### config.mk
export PLATFORM = sky130hd
export DESIGN_NAME = touch_key_decoder
export DESIGN_NICKNAME = d
export VERILOG_FILES = /design/src/rtl/touch_key_decoder.sv
export SDC_FILE = /design/constraint.sdc
export NUM_CORES = 1
export LEC_CHECK = 0
export BUFFER_PORTS_ARGS = -buffer_cell sky130_fd_sc_hd__buf_2
export CORE_ASPECT_RATIO = 1.2
export CORE_UTILIZATION = 54
export CTS_BUF_LIST = sky130_fd_sc_hd__clkbuf_2 sky130_fd_sc_hd__clkbuf_4 sky130_fd_sc_hd__clkbuf_8
export CTS_CLUSTER_DIAMETER = 100
export DETAILED_ROUTE_END_ITERATION = 12
export PLACE_DENSITY = 0.85
export RECOVER_POWER = 100
export SLEW_MARGIN = 0
export SYNTH_ARGS = -nofsm -noshare
export SYNTH_HDL_FRONTEND = slang
export SYNTH_SLANG_ARGS = --single-unit
### constraint.sdc
create_clock -name clk_in -period 3.06 [get_ports clk_in]
set_input_delay 0.612 -clock clk_in [delete_from_list [all_inputs] [get_ports clk_in]]
set_output_delay 0.612 -clock clk_in [all_outputs]
set_load 0.05 [all_outputs]
### src/rtl/touch_key_decoder.sv
// Touch key decoder: classifies two cap1188 key bitmaps, debounces them, and emits tone codes and function-key pulses.
// Optional auto-repeat of up/down pulses is built when TOUCH_KEY_AUTO_REPEAT_EN is defined.
module touch_key_decoder #(
    parameter int DEBOUNCE_CYCLES = 240000,
    parameter int REPEAT_DELAY    = 6000000,
    parameter int REPEAT_PERIOD   = 1200000
) (
    input  logic       clk_in,
    input  logic       rst_in,
    input  logic [7:0] sensor_data1,
    input  logic [7:0] sensor_data2,
    output logic [7:0] tone,
    output logic       tone_en,
    output logic       down_pulse,
    output logic       up_pulse,
    output logic       mode_pulse,
    output logic [1:0] repeat_state
);

    localparam int DW = 20;
    localparam int RW = 24;
    localparam logic [DW-1:0] DB_LAST = DW'(DEBOUNCE_CYCLES - 1);

    if (DEBOUNCE_CYCLES < 2 || DEBOUNCE_CYCLES > (1 << DW) - 1) begin : g_bad_debounce
        $error("DEBOUNCE_CYCLES out of range");
    end
    if (REPEAT_DELAY < 1 || REPEAT_PERIOD < 1 || REPEAT_DELAY > (1 << RW) - 1
        || REPEAT_PERIOD > (1 << RW) - 1) begin : g_bad_repeat
        $error("REPEAT_DELAY/REPEAT_PERIOD out of range");
    end

    typedef enum logic [2:0] {
        CLS_NONE = 3'd0,
        CLS_TONE = 3'd1,
        CLS_DOWN = 3'd2,
        CLS_UP   = 3'd3,
        CLS_MODE = 3'd4
    } key_class_t;

    key_class_t raw_class, cand_class, stable_class;
    logic [7:0] raw_code, cand_code, stable_code;
    logic [DW-1:0] db_cnt;
    logic same, accept, class_change, rep_fire;

    // The first sensor always wins; the second sensor's tone keys are active-low coded.
    always_comb begin
        raw_class = CLS_NONE;
        raw_code  = 8'h00;
        if (sensor_data1 != 8'h00) begin
            raw_class = CLS_TONE;
            raw_code  = sensor_data1;
        end else begin
            case (sensor_data2)
                8'h00: raw_class = CLS_NONE;
                8'h20: raw_class = CLS_DOWN;
                8'h40: raw_class = CLS_UP;
                8'h80: raw_class = CLS_MODE;
                default: begin
                    raw_class = CLS_TONE;
                    raw_code  = ~sensor_data2;
                end
            endcase
        end
    end

    assign same         = (raw_class == cand_class) && (raw_code == cand_code);
    assign accept       = same && (db_cnt == DB_LAST)
                          && ((cand_class != stable_class) || (cand_code != stable_code));
    assign class_change = accept && (cand_class != stable_class);

    always_ff @(posedge clk_in) begin
        if (rst_in) begin
            cand_class   <= CLS_NONE;
            cand_code    <= 8'h00;
            db_cnt       <= '0;
            stable_class <= CLS_NONE;
            stable_code  <= 8'h00;
            down_pulse   <= 1'b0;
            up_pulse     <= 1'b0;
            mode_pulse   <= 1'b0;
        end else begin
            if (!same) begin
                cand_class <= raw_class;
                cand_code  <= raw_code;
                db_cnt     <= '0;
            end else if (db_cnt != DB_LAST) begin
                db_cnt <= db_cnt + 1'b1;
            end
            if (accept) begin
                stable_class <= cand_class;
                stable_code  <= cand_code;
            end
            // rep_fire is never raised on a class-change edge, so at most one pulse is set.
            down_pulse <= (class_change && cand_class == CLS_DOWN)
                          || (rep_fire && stable_class == CLS_DOWN);
            up_pulse   <= (class_change && cand_class == CLS_UP)
                          || (rep_fire && stable_class == CLS_UP);
            mode_pulse <= class_change && cand_class == CLS_MODE;
        end
    end

    assign tone    = (stable_class == CLS_TONE) ? stable_code : 8'h00;
    assign tone_en = (tone != 8'h00);

`ifdef TOUCH_KEY_AUTO_REPEAT_EN
    typedef enum logic [1:0] {
        R_IDLE   = 2'd0,
        R_DELAY  = 2'd1,
        R_REPEAT = 2'd2
    } rep_state_t;

    rep_state_t r_state, r_next;
    logic [RW-1:0] r_cnt, r_cnt_next;

    always_ff @(posedge clk_in) begin
        if (rst_in) begin
            r_state <= R_IDLE;
            r_cnt   <= '0;
        end else begin
            r_state <= r_next;
            r_cnt   <= r_cnt_next;
        end
    end

    // Any stable class change restarts the FSM; only up/down arm it, so mode never repeats.
    always_comb begin
        r_next     = r_state;
        r_cnt_next = r_cnt + 1'b1;
        rep_fire   = 1'b0;
        if (class_change) begin
            r_cnt_next = '0;
            r_next     = (cand_class == CLS_UP || cand_class == CLS_DOWN) ? R_DELAY : R_IDLE;
        end else begin
            case (r_state)
                R_IDLE: r_cnt_next = '0;
                R_DELAY: begin
                    if (r_cnt == RW'(REPEAT_DELAY - 1)) begin
                        rep_fire   = 1'b1;
                        r_next     = R_REPEAT;
                        r_cnt_next = '0;
                    end
                end
                R_REPEAT: begin
                    if (r_cnt == RW'(REPEAT_PERIOD - 1)) begin
                        rep_fire   = 1'b1;
                        r_cnt_next = '0;
                    end
                end
                default: begin
                    r_next     = R_IDLE;
                    r_cnt_next = '0;
                end
            endcase
        end
    end

    assign repeat_state = r_state;
`else
    assign rep_fire     = 1'b0;
    assign repeat_state = 2'd0;
`endif

endmodule

==> flow_metrics.tcl <==
set metrics [dict create \
    drt_pre_antenna_iters 4 \
    avgViaCountPerCell 5.984 \
    global_route.overflow_total 0 \
    grt_antenna_before_repair 0 \
    num-nets-final 338 \
    cts_hold_buf 0 \
    holdCritPathClass "reg -> reg" \
    synth.yosys.seq_area_share_pct 37.42 \
    final_layout_size_suffix_gt1_share_pct 10.94 \
    detail-route-antenna-nets 0 \
    worst_path_most_repeated_cell "sky130_fd_sc_hd__a21oi_1" \
    drt_first_iter_violations 162 \
    period_utilization_post_route_pct 88.09 \
    place_inst 368 \
    die_height_microns 75.14 \
    antennaDiodeCount 0 \
    globalRouteTotalUtil_pct 25.88 \
    routability_driven_placement_congestion_ratio 0.9185 \
    htreeDepth 2 \
    cts_inserted_buffers 5 \
    detailed_place_hpwl_microns 3928 \
    mappedNetlistArea_sq_um 2407 \
    leakage_nw 0.9297 \
    final_common_cell "sky130_fd_sc_hd__dfxtp_1" \
    initial_core_util_pct 56.49 \
    setup_repair_after_global_routing_missed_its_margin "false" \
    io_pins 32 \
    via_count_of_the_first_global_routing_pass 2072 \
    placeableCoreArea_sq_um 4262 \
    worst_clock_skew_ns 0.01175 \
    synthDominantCellAreaShare_pct 37.42 \
    cp.buffers_inverters 1 \
    outcome "finished, final reports clean" \
    max_cap_viol_count 0 \
    yosysWarningCount 0 \
    mostFrequentLayoutCells "sky130_fd_sc_hd__dfxtp_1 (45), sky130_fd_sc_hd__nor2_1 (28), sky130_fd_sc_hd__nor3_1 (23)" \
    fp-row-count 26 \
    cp_data_required_time_ns 3.29 \
    cts_sinks 45 \
    finalWorstSetupSlack_ns 0.3644 \
    synth.ff_latch_count 45 \
    startpoint_type "input pin" \
    critical-path-top-delay-family "simple AND/OR/NAND/NOR gates" \
    grt_start_max_net_pins 45 \
    met3_length_microns 296 \
    floorplan.die.width_microns 62.95 \
    max_clock_freq_mhz 371.0 \
    clk_pin_slew_worst_paths_ns 0.09 \
    final_hold_slack_ns 0.5085 \
    fin_tns_setup_ns 0 \
    cp-end-kind "flip-flop" \
    p_per_area_nw_per_um2 400.0 \
    pre_cts_ws_ns 0.08955 \
    maxSlewHeadroom_pct 48.80 \
    met2RoutedLength_microns 2764 \
    setup_viol 0 \
    prevailing_post_synth_register_cell "sky130_fd_sc_hd__dfxtp_1" \
    crit_chain "clkbuf_1 -> or4_1 -> nor4_4 -> a21oi_1 -> a311oi_2 -> and4_1 -> nand3_1 -> a21oi_1" \
    clk_path_buf_depth 2 \
    finalHoldViolCount 0 \
    tritoncts "built" \
    vias 2250 \
    fin_crit_ns 2.696 \
    cts_setup_buffers 0 \
    postCtsResizedCells 0 \
    cp.arrival_ns 2.93 \
    ir_worst_vdd_v 0.0002929 \
    netlist_instances 297 \
    worst_slew_pin_slew_ns 0.7680 \
    path_class "in -> reg" \
    post-route-drc-count 0 \
    post-synth-top-area-cell "sky130_fd_sc_hd__dfxtp_1" \
    clk-insertion-delay-late_ns 0.31 \
    wirelength_microns 5488 \
    critical_path_peak_fanout 11 \
    yosys-top-cells-area "sky130_fd_sc_hd__dfxtp_1 (37%), sky130_fd_sc_hd__xor2_1 (6.9%), sky130_fd_sc_hd__nor3_1 (4.8%)" \
    detail_route.wirelength.met1_microns 2322 \
    maxUsedRoutingLayer "met4" \
    fp.dieArea_sq_um 4730 \
    crit_path_top_delay_cell "sky130_fd_sc_hd__or4_1" \
    area_growth_syn_to_layout_pct 10.03 \
    critPathMaxStageDelay_ns 0.60 \
    async_reset_ff_share_pct 0 \
    number_of_enable_flip_flop_cells_after_synthesis 0 \
    synth.avg_cell_area_sq_um 8.105 \
    yosysUniqueCellTypes 48 \
    report.final.slew_viol_count 0 \
    average_wire_per_standard_cell_microns 14.60 \
    first_pass_grt_wire_length_microns 9535 \
    cts_root_buffer "sky130_fd_sc_hd__clkbuf_8" \
    non_filler_instance_count_after_layout 376 \
    post_route_core_utilization_pct 62.16 \
    placement.io_buffers 29 \
]
[state kept, by name, indices dropped and copies added, names as in the netlist]
| signal | count |
|---|---|
| cand_code | 8 |
| down_pulse | 1 |
| stable_code | 8 |
| stable_class | 3 |
| mode_pulse | 1 |
| cand_class | 3 |
| up_pulse | 1 |
| db_cnt | 20 |
[metrics by stage]
step / instance area, sq um / total power, W
after global placement: 2581 / 0.0006962
after CTS: 2671 / 0.001066
after floorplan: 2411 / 0.0006697
after global routing: 2649 / 0.001099
final: 2649 / 0.001059
after detailed placement: 2581 / 0.0006975
[power by group]
group / internal, W / switching (W)
logic: 0.0000298 / 0.0000515
clock network: 0.000162 / 0.000214
registers: 0.000592 / 0.0000109
total: 0.000783 / 0.000276
[worst paths after layout]
check | slack [ns] | to | depth (start not counted) | start
worst max-delay path | 0.36 | stable_code[7] | 8 | sensor_data2[1]
worst min-delay path | 0.51 | stable_code[3] | 2 | stable_code[3]
worst max register to register | 0.54 | stable_code[7] | 8 | db_cnt[7]
worst min register to register | 0.51 | stable_code[3] | 2 | stable_code[3]
[layer usage]
metal  track usage, %  vias up
met5                0        -
met4            10.59        0
met3            4.242       11
met2            46.95       75
met1            30.55     1066
li1                 -     1098
[worst register-to-register path, stage by stage, from the launching register on]
cell and delay, ns:
sky130_fd_sc_hd__dfxtp_1 0.38, sky130_fd_sc_hd__or4b_1 0.55, sky130_fd_sc_hd__nor4b_1 0.27, sky130_fd_sc_hd__nand4_1 0.18
sky130_fd_sc_hd__or2_0 0.38, sky130_fd_sc_hd__a31oi_1 0.21, sky130_fd_sc_hd__buf_4 0.21, sky130_fd_sc_hd__nand3_1 0.11
sky130_fd_sc_hd__a21oi_1 0.16
[area by class of cell]
class	count	area [sq um]
clock buffers	5	68.82
flip-flops and latches	45	900.9
inverters	9	33.78
fillers	388	1613
repair buffers	32	161.4
well taps	56	70.07
clock inverters	3	21.27
multi-input cells	226	1393
[Yosys cell counts, types with 10 or more instances]
cell / number
sky130_fd_sc_hd__nand4_1: 10
sky130_fd_sc_hd__and2_1: 11
sky130_fd_sc_hd__nor3_1: 23
sky130_fd_sc_hd__xor2_1: 19
sky130_fd_sc_hd__nor2_1: 28
sky130_fd_sc_hd__nand2_1: 16
sky130_fd_sc_hd__o21ai_0: 12
sky130_fd_sc_hd__xnor2_1: 10
sky130_fd_sc_hd__dfxtp_1: 45
sky130_fd_sc_hd__clkbuf_1: 12
sky130_fd_sc_hd__a21oi_1: 18
sky130_fd_sc_hd__nand3_1: 16
[logic make-up (layout without fill, tap and decap cells)]
group	Yosys count	count (layout)	synth area share [%]
xor gates and xnor gates	29	29	10.55
other	1	2	0.1558
AOI/OAI and AO/OA	47	47	12.16
and+or+nand+nor	145	145	33.63
DFF	45	45	37.42
adders and majority gates	2	2	0.9355
buffers and inverters	27	49	4.729
muxes	1	1	0.4158
(Power assumes the default switching activity.)
